## src/rtl/uart_rx_sampler.sv

```systemverilog
// UART receive front end: line synchroniser, mid-bit 2-of-3 majority sampler and
// 5..8 bit deframer feeding a single-word valid/ready holding register.
module uart_rx_sampler #(
  parameter int DIV_WIDTH = 16,
  parameter int DIV_MIN   = 4
) (
  input  logic                 clk_i,
  input  logic                 rst_i,
  input  logic                 cfg_en_i,
  input  logic [DIV_WIDTH-1:0] cfg_div_i,
  input  logic [1:0]           cfg_bits_i,
  input  logic                 cfg_parity_en_i,
  input  logic [1:0]           cfg_parity_sel_i,
  input  logic                 cfg_stop_bits_i,
  input  logic                 rx_i,
  output logic [7:0]           rx_data_o,
  output logic                 rx_perr_o,
  output logic                 rx_ferr_o,
  output logic                 rx_brk_o,
  output logic                 rx_valid_o,
  input  logic                 rx_ready_i,
  output logic                 overrun_o,
  output logic                 busy_o
);

  typedef enum logic [2:0] {IDLE, START, DATA, PARITY, STOP1, STOP2, BRKWAIT} state_t;

  localparam logic [DIV_WIDTH-1:0] DIV_FLOOR = DIV_WIDTH'(DIV_MIN);
  localparam logic [DIV_WIDTH-1:0] ONE       = DIV_WIDTH'(1);

  state_t               state, state_n;
  logic                 sync1, rxs, rxs_prev, fall;
  logic [DIV_WIDTH-1:0] cnt, div_q, half, div_eff;
  logic                 at_s0, at_s1, at_dec, at_end;
  logic [1:0]           samp;
  logic                 maj;
  logic [1:0]           bits_q, par_sel_q;
  logic                 par_en_q, stop2_q;
  logic [2:0]           bit_idx, last_idx;
  logic [7:0]           shreg;
  logic                 perr_f, ferr_f, zero_f, par_exp;
  logic                 start_frame, done;
  logic                 brk_c, ferr_c, perr_c;

  // NOTE: sequential state is always assigned with <= so every flop samples pre-edge values.
  always_ff @(posedge clk_i or posedge rst_i) begin
    if (rst_i) begin
      sync1    <= 1'b1;
      rxs      <= 1'b1;
      rxs_prev <= 1'b1;
    end else begin
      sync1    <= rx_i;
      rxs      <= sync1;
      rxs_prev <= rxs;
    end
  end

  assign fall    = rxs_prev & ~rxs;
  assign div_eff = (cfg_div_i < DIV_FLOOR) ? DIV_FLOOR : cfg_div_i;
  assign half    = div_q >> 1;
  assign at_s0   = (cnt == half - ONE);
  assign at_s1   = (cnt == half);
  assign at_dec  = (cnt == half + ONE);
  assign at_end  = (cnt == div_q - ONE);
  assign maj     = (samp[0] & samp[1]) | (samp[0] & rxs) | (samp[1] & rxs);

  assign last_idx = {1'b0, bits_q} + 3'd4;
  // Mark/space give the constant in sel[0]; even/odd fold sel[0] in as an inversion.
  assign par_exp  = par_sel_q[1] ? par_sel_q[0] : ((^shreg) ^ par_sel_q[0]);

  // The final stop decision happens in the completion cycle, so it is folded in here.
  assign brk_c  = zero_f & ~maj;
  assign ferr_c = ferr_f | ~maj;
  assign perr_c = perr_f & ~brk_c;

  // NOTE: every always_comb output gets a default first, so no path can infer a latch.
  always_comb begin
    state_n     = state;
    start_frame = 1'b0;
    done        = 1'b0;
    case (state)
      IDLE: if (fall) begin
        state_n     = START;
        start_frame = 1'b1;
      end
      START: begin
        if (at_dec && maj) state_n = IDLE;
        else if (at_end)   state_n = DATA;
      end
      DATA: if (at_end && bit_idx == last_idx) state_n = par_en_q ? PARITY : STOP1;
      PARITY: if (at_end) state_n = STOP1;
      STOP1: begin
        if (stop2_q) begin
          if (at_end) state_n = STOP2;
        end else if (at_dec) begin
          done    = 1'b1;
          state_n = brk_c ? BRKWAIT : IDLE;
        end
      end
      STOP2: if (at_dec) begin
        done    = 1'b1;
        state_n = brk_c ? BRKWAIT : IDLE;
      end
      BRKWAIT: if (rxs) state_n = IDLE;
      default: state_n = IDLE;
    endcase
    if (!cfg_en_i) begin
      state_n     = IDLE;
      start_frame = 1'b0;
      done        = 1'b0;
    end
  end

  // The detect cycle itself counts as cnt=0 of the start bit.
  always_ff @(posedge clk_i or posedge rst_i) begin
    if (rst_i) begin
      state <= IDLE;
      cnt   <= '0;
      samp  <= 2'b00;
    end else begin
      state <= state_n;
      if (start_frame)                                 cnt <= ONE;
      else if (state == IDLE || at_end || state_n != state) cnt <= '0;
      else                                             cnt <= cnt + ONE;
      if (at_s0) samp[0] <= rxs;
      if (at_s1) samp[1] <= rxs;
    end
  end

  always_ff @(posedge clk_i or posedge rst_i) begin
    if (rst_i) begin
      div_q     <= DIV_FLOOR;
      bits_q    <= 2'b00;
      par_en_q  <= 1'b0;
      par_sel_q <= 2'b00;
      stop2_q   <= 1'b0;
      shreg     <= 8'h00;
      bit_idx   <= 3'd0;
      perr_f    <= 1'b0;
      ferr_f    <= 1'b0;
      zero_f    <= 1'b0;
    end else if (start_frame) begin
      div_q     <= div_eff;
      bits_q    <= cfg_bits_i;
      par_en_q  <= cfg_parity_en_i;
      par_sel_q <= cfg_parity_sel_i;
      stop2_q   <= cfg_stop_bits_i;
      shreg     <= 8'h00;
      bit_idx   <= 3'd0;
      perr_f    <= 1'b0;
      ferr_f    <= 1'b0;
      zero_f    <= 1'b1;
    end else begin
      case (state)
        DATA: begin
          if (at_dec) begin
            shreg[bit_idx] <= maj;
            if (maj) zero_f <= 1'b0;
          end
          if (at_end) bit_idx <= bit_idx + 3'd1;
        end
        PARITY: if (at_dec) begin
          if (maj != par_exp) perr_f <= 1'b1;
          if (maj) zero_f <= 1'b0;
        end
        STOP1: if (at_dec) begin
          if (maj) zero_f <= 1'b0;
          else     ferr_f <= 1'b1;
        end
        default: ;
      endcase
    end
  end

  always_ff @(posedge clk_i or posedge rst_i) begin
    if (rst_i) begin
      rx_data_o  <= 8'h00;
      rx_perr_o  <= 1'b0;
      rx_ferr_o  <= 1'b0;
      rx_brk_o   <= 1'b0;
      rx_valid_o <= 1'b0;
      overrun_o  <= 1'b0;
    end else begin
      overrun_o <= 1'b0;
      if (done && (!rx_valid_o || rx_ready_i)) begin
        rx_data_o  <= shreg;
        rx_perr_o  <= perr_c;
        rx_ferr_o  <= ferr_c;
        rx_brk_o   <= brk_c;
        rx_valid_o <= 1'b1;
      end else begin
        if (done) overrun_o <= 1'b1;
        if (rx_valid_o && rx_ready_i) rx_valid_o <= 1'b0;
      end
    end
  end

  assign busy_o = (state != IDLE);

endmodule
```

## config.mk

```make
export PLATFORM = sky130hd
export DESIGN_NAME = uart_rx_sampler
export DESIGN_NICKNAME = d
export VERILOG_FILES = /design/src/rtl/uart_rx_sampler.sv
export SDC_FILE = /design/constraint.sdc
export NUM_CORES = 1
export LEC_CHECK = 0
export BUFFER_PORTS_ARGS = -buffer_cell sky130_fd_sc_hd__clkbuf_2
export CORE_ASPECT_RATIO = 1.1
export CORE_MARGIN = 2
export CORE_UTILIZATION = 35
export CTS_BUF_LIST = sky130_fd_sc_hd__clkbuf_4 sky130_fd_sc_hd__clkbuf_8
export DETAILED_ROUTE_END_ITERATION = 8
export GPL_TIMING_DRIVEN = 1
export PLACE_DENSITY_LB_ADDON = 0.05
export SYNTH_ARGS = -nofsm -noshare
export SYNTH_HDL_FRONTEND = slang
export SYNTH_SLANG_ARGS = --single-unit
```

## constraint.sdc

```tcl
create_clock -name clk_i -period 7.5 [get_ports clk_i]
set_input_delay 0.375 -clock clk_i [delete_from_list [all_inputs] [get_ports clk_i]]
set_output_delay 0.375 -clock clk_i [all_outputs]
set_load 0.05 [all_outputs]
```

# [After elaboration in Yosys (flattened, before gate mapping)]
# Index checks and enable logic that the tools add are counted.
[totals] inputBits=27 ff_bits=73 output_inout_bits=14 elab_cells=135
[op_classes] bitwise_logic=13 eq_ne=14 add_sub_neg=6 n_mux=49 n_lt_le_gt_ge=3 n_reduce_logical=27
[ops] cell="equality test 16 bit" n=3
[ops] cell="two-way mux 16 bit" n=3
[ops] cell="two-way mux 3 bit" n=15
[ops] cell="two-way mux 1 bit" n=24
[ops] cell="two-way mux 8 bit" n=3
[ops] cell="one-hot mux 3 bit (7 select lines)" n=1
[ops] cell="nonzero test 2 bit" n=9
[ops] cell="adder 15 x 1 -> 16 bit, second input constant" n=1
[ops] cell="adder 16 x 1 -> 16 bit, second input constant" n=1
[ops] cell="equality test 16 x 15 -> 1 bit" n=1
[ops] cell="< comparator 16 x 3 -> 1 bit, second input constant" n=1
[ops] cell="subtractor 15 x 1 -> 16 bit, second input constant" n=1
[ops] cell="subtractor 16 x 1 -> 16 bit, second input constant" n=1
[ops] cell="equality test 3 bit, second input constant" n=3
[ops] cell="AND reduction 3 bit" n=3
[ops] cell="bitwise mux 8 bit" n=1
[ops] cell="XOR reduction 8 bit" n=1
[ops] cell="bitwise AND 1 bit" n=6
[ops] cell="equality test 3 x 2 -> 1 bit, second input constant" n=2
[ops] cell="logical AND 1 bit" n=5
[ops] cell="< comparator 3 x 4 -> 1 bit, second input constant" n=1
[ops] cell="AND reduction 2 bit" n=2
[ops] cell="adder 2 x 3 -> 3 bit, second input constant" n=1
[ops] cell="adder 3 x 1 -> 3 bit, second input constant" n=1
[ops] cell="16 further kinds" n=22

# [Logic depth before layout (Yosys ltp)]
[logic_depth] depth_word=14 depth_mapped=12 mapped_depth_nobuf=10

# [Least setup slack after synthesis]
# Ideal clock, no wire load.
[synth_timing] kind="register to register" from="register div_q[1]" to="register cnt[5]" arrival_time_ns=2.699 setup_ns=0.119 stages_incl_launch_ff=12 synth_period_minus_slack_ns=2.818 setup_slack_ns=4.682 required_ns=7.381 n_path_buf=1 cell_sequence="dfrtp_1 > inv_1 > ha_1 > nor3b_2 > nand4_1 > xnor2_1 > a2111o_1 > nor4_4 > nor2_1 > nand2_2 > buf_4 > nor2_1"
[synth_between] elab_chain_len=10 elab_cells_between_ends=20 cone_classes="2 x add/sub; 3 x eq/ne; 11 x mux; 4 x reduce/logical"
[synth_lines] element="start: declaration" line_no="33" source="logic [DIV_WIDTH-1:0] cnt, div_q, half, div_eff;"
[synth_lines] element="start signal: assignment" line_no="143" source="div_q <= div_eff;"
[synth_lines] element="subtractor 16 x 1 -> 16 bit / adder 15 x 1 -> 16 bit (equally long branches)" line_no="64, 63"
[synth_lines] element="equality test 16 bit (on tied branches)" line_no="64, 63"
[synth_lines] element="two-way mux 3 bit (tied with other cells)" line_no="94" source="if (at_end) state_n = STOP2;"
[synth_lines] element="two-way mux 3 bit (on tied branches)" line_no="93, 87, 90"
[synth_lines] element="one-hot mux 3 bit (7 select lines)" line_no="81" source="case (state)"
[synth_lines] element="two-way mux 3 bit" line_no="107" source="if (!cfg_en_i) begin"
[synth_lines] element="!= test 3 bit" line_no="123" source="else if (state == IDLE || at_end || state_n != state) cnt <= '0;"
[synth_lines] element="logical OR 1 bit *" line_no="123"
[synth_lines] element="two-way mux 16 bit *" line_no="123"
[synth_lines] element="two-way mux 16 bit *" line_no="122" source="if (start_frame) cnt <= ONE;"
[synth_lines] element="end signal: assignment" line_no="124" source="else cnt <= cnt + ONE;"
[synth_lines] element="end: declaration" line_no="33"
# Every way passes the cells marked *; elsewhere a longest branch is shown, timed or not.
# A chain may end at the register's enable or synchronous reset.

# [Worst setup path in the final report]
[layout_timing] from="register div_q[1]" to="register cnt[0]"
# Same word-level chain as after synthesis.

==> flow_metrics.env <==
export IMPL_status="finished, final reports clean"
export IMPL_dpl_hpwl_um=10800
export IMPL_ys_seq_elements=73
export IMPL_clock_skew_final_ns=0.00746
export IMPL_die_h_um=131
export IMPL_core_rowCount=46
export IMPL_synth_edff_count=0
export IMPL_cp_slowest_cell="nor4_4"
export IMPL_ys_seq_area_share_pct=35.4
export IMPL_via_per_inst=5.29
export IMPL_period_needed_ns=3.39
export IMPL_yosysTopAreaCellShare_pct=33.4
export IMPL_grt_overflow=0
export IMPL_wirelength_um=14400
export IMPL_critPathRequiredTime_ns=7.73
export IMPL_final_cells=805
export IMPL_ctsHoldBuffers=0
export IMPL_ir_worst_vdd_mv=0.0957
export IMPL_wl_per_cell_um=17.9
export IMPL_io_buffers=40
export IMPL_setup_violations=0
export IMPL_start_util_pct=35.8
export IMPL_synth_most_common_cell="nand2_1"
export IMPL_clk_latency_ns=0.35
export IMPL_period_share_pct=45.2
export IMPL_cts_buffer_depth=2
export IMPL_critPathCaptureType="register"
export IMPL_drtPass1Iterations=4
export IMPL_ys_flop_type="dfrtp_1"
export IMPL_hold_class="in -> reg"
export IMPL_critPathTopFamily="simple AND/OR/NAND/NOR gates"
export IMPL_netlist_instances=595
export IMPL_worst_pin_slew_ns=0.943
export IMPL_drv_slew=0
export IMPL_drc=0
export IMPL_cp_slowest_stage_delay_ns=0.57
export IMPL_ys_warnings_count=0
export IMPL_die_w_um=120
export IMPL_power_leakage_nw=2.37
export IMPL_final_net_count=640
export IMPL_r2r_setup_slack_ns=4.11
export IMPL_synth_area_top_cells="dfrtp_1 (33%), xnor2_1 (8.0%), nand2_1 (5.7%)"
export IMPL_netlist_top_cell_by_area="dfrtp_1"
export IMPL_synth_distinct_cells=71
export IMPL_post_place_cells=789
export IMPL_die_area_sq_um=15800
export IMPL_coreArea_sq_um=14400
export IMPL_path_max_fanout=15
export IMPL_grt_usage_pct=19.0
export IMPL_path_class="reg -> reg"
export IMPL_maxCapViolCount=0
export IMPL_path_clk_slew_ns=0.08
export IMPL_worst_setup_path_start_kind="register"
export IMPL_cts_made_buffers=9
export IMPL_crit_buf_inv=1
export IMPL_first_iter_violations=217
export IMPL_ant_nets=0
export IMPL_grt_first_pass_wirelength_um=23300
export IMPL_fin_util_pct=39.1
export IMPL_crit_path_start="div_q[1]$_DFFE_PP0P_"
export IMPL_p_per_area_nw_per_um2=202
export IMPL_slew_headroom_pct=37.1
export IMPL_path_cells="inv_1 -> ha_1 -> nor3b_2 -> nand4_1 -> xnor2_1 -> a2111o_1 -> nor4_4 -> nor2_1 -> nand2_2 -> o21ai_0"
export IMPL_gp_congestion=0.866
export IMPL_grt_pass1_vias=4298
export IMPL_ctsHtreeMaxLevel=3
export IMPL_critPathArrivalTime_ns=3.62
export IMPL_worstHoldStart="rx_i"
export IMPL_async_flop_share_pct=100
export IMPL_postCtsSetupBuffers=0
export IMPL_grt_max_degree=74
export IMPL_io_pins=41
export IMPL_num_vias=4257
export IMPL_cts_tree="built"
export IMPL_cts_root_buf="clkbuf_8"
export IMPL_area_growth_pct=9.27
export IMPL_cts_resized=0
export IMPL_diodes=0
export IMPL_rr_startpoint="div_q[1]$_DFFE_PP0P_"
export IMPL_rsz0062_at_grt="no"
export IMPL_synthesis_nets=627
export IMPL_post_dp_cell_area_sq_um=5420
export IMPL_antenna_found_initial=0
export IMPL_synth_commonest_cells="nand2_1 (79), dfrtp_1 (69), nor2_1 (51)"
export IMPL_synth_area_per_cell_sq_um=8.68
export IMPL_syn_area_sq_um=5170
export IMPL_numClockSinks=73
export IMPL_design_area_sq_um=5650
export IMPL_setup_ws_ns=4.11
export IMPL_dp_slack_ns=4.08
export IMPL_hold_viol_final=0
export IMPL_fmax_ghz=0.295
export IMPL_tns_ns=0
export IMPL_drive_gt1_share_pct=15.2
[metrics by stage]
stage | hold WS, ns | power (mW)
floorplan | 0.345 | 0.719
global placement | 0.345 | 0.796
global route | 0.0715 | 1.21
CTS | 0.0740 | 1.16
finish | 0.0965 | 1.14
detailed placement | 0.347 | 0.796
[worst register-to-register path: cells and delay by family (launching register included)]
kind	cells	cell delay (ns)
AND/OR/NAND/NOR	5	1.65
flip-flops	1	0.48
adder cells (fa/ha/maj)	1	0.26
XOR/XNOR	1	0.17
buffers and inverters	1	0.16
AO/OA/AOI/OAI	2	0.55
[state kept, by name, indices dropped and copies added, names as in the netlist, 2 cells and up]
| signal | count |
|---|---|
| state | 3 |
| div_q | 16 |
| par_sel_q | 2 |
| bits_q | 2 |
| bit_idx | 3 |
| shreg | 8 |
| samp | 2 |
| rx_data_o | 8 |
| cnt | 16 |
[final timing paths]
check                                            to  cells past startpoint
setup reg to reg                   cnt[0]$_DFF_PP0_                     10
min in group asynchronous  rx_data_o[4]$_DFFE_PP0P_                      3
hold / removal                      sync1$_DFF_PP1_                      1
setup / recovery                   cnt[0]$_DFF_PP0_                     10
max in group asynchronous        state[0]$_DFF_PP0_                      3
hold reg to reg                       rxs$_DFF_PP1_                      0
[layout make-up]
cell class	count	area, sq um
multi-input combinational	463	3050
timing repair buffer	43	223
inverter	18	68.8
tap	192	240
fill	1491	8800
clock inverter	5	77.6
sequential	73	1830
clock buffer	11	151
[cell families (layout without fill, tap and decap cells)]
group	count (synthesis)	after routing	synth area share [%]
xor+xnor	74	74	12.5
compound gates	91	91	11.7
buf+inv	59	77	5.45
fa+ha+maj	6	6	1.40
flops	73	73	35.4
mux	22	22	4.79
simple gates	270	270	28.6
[metal layers]
layer	vias up	wire (um)	GRT usage (%)
met2	73	7190	32.1
met1	2053	6360	23.8
met3	21	414	3.43
met4	0	476	7.97
li1	2110	-	-
met5	-	0	0
[report_power, final]
part	switching (mW)	total, mW	internal, mW
sequential	0.0804	0.502	0.422
clock	0.149	0.354	0.204
combinational	0.169	0.285	0.116
total	0.399	1.14	0.742
[placed cells by master (no fill, tap or decap), drive strengths merged, types with 3 or more instances in the layout]
master and count:
nand2b 7, a22oi 5, a31oi 3, mux2 10, and2 4, nor3 19, mux2i 12, o211ai 3
and4 3, nor2 51, and3 9, xnor2 47, a21o 3, dfrtp 69, nor3b 6, nand2 80
a311oi 3, a211oi 7, nor2b 7, xor2 27, clkinv 3, nor4b 3, nand3b 4, buf 3
o21ai 21, or3 5, a21oi 25, clkbuf 51, ha 5, nor4 22, dfstp 4, inv 17
nand4 19, nand3 26
Note: power is estimated with default switching activity, not from simulation.
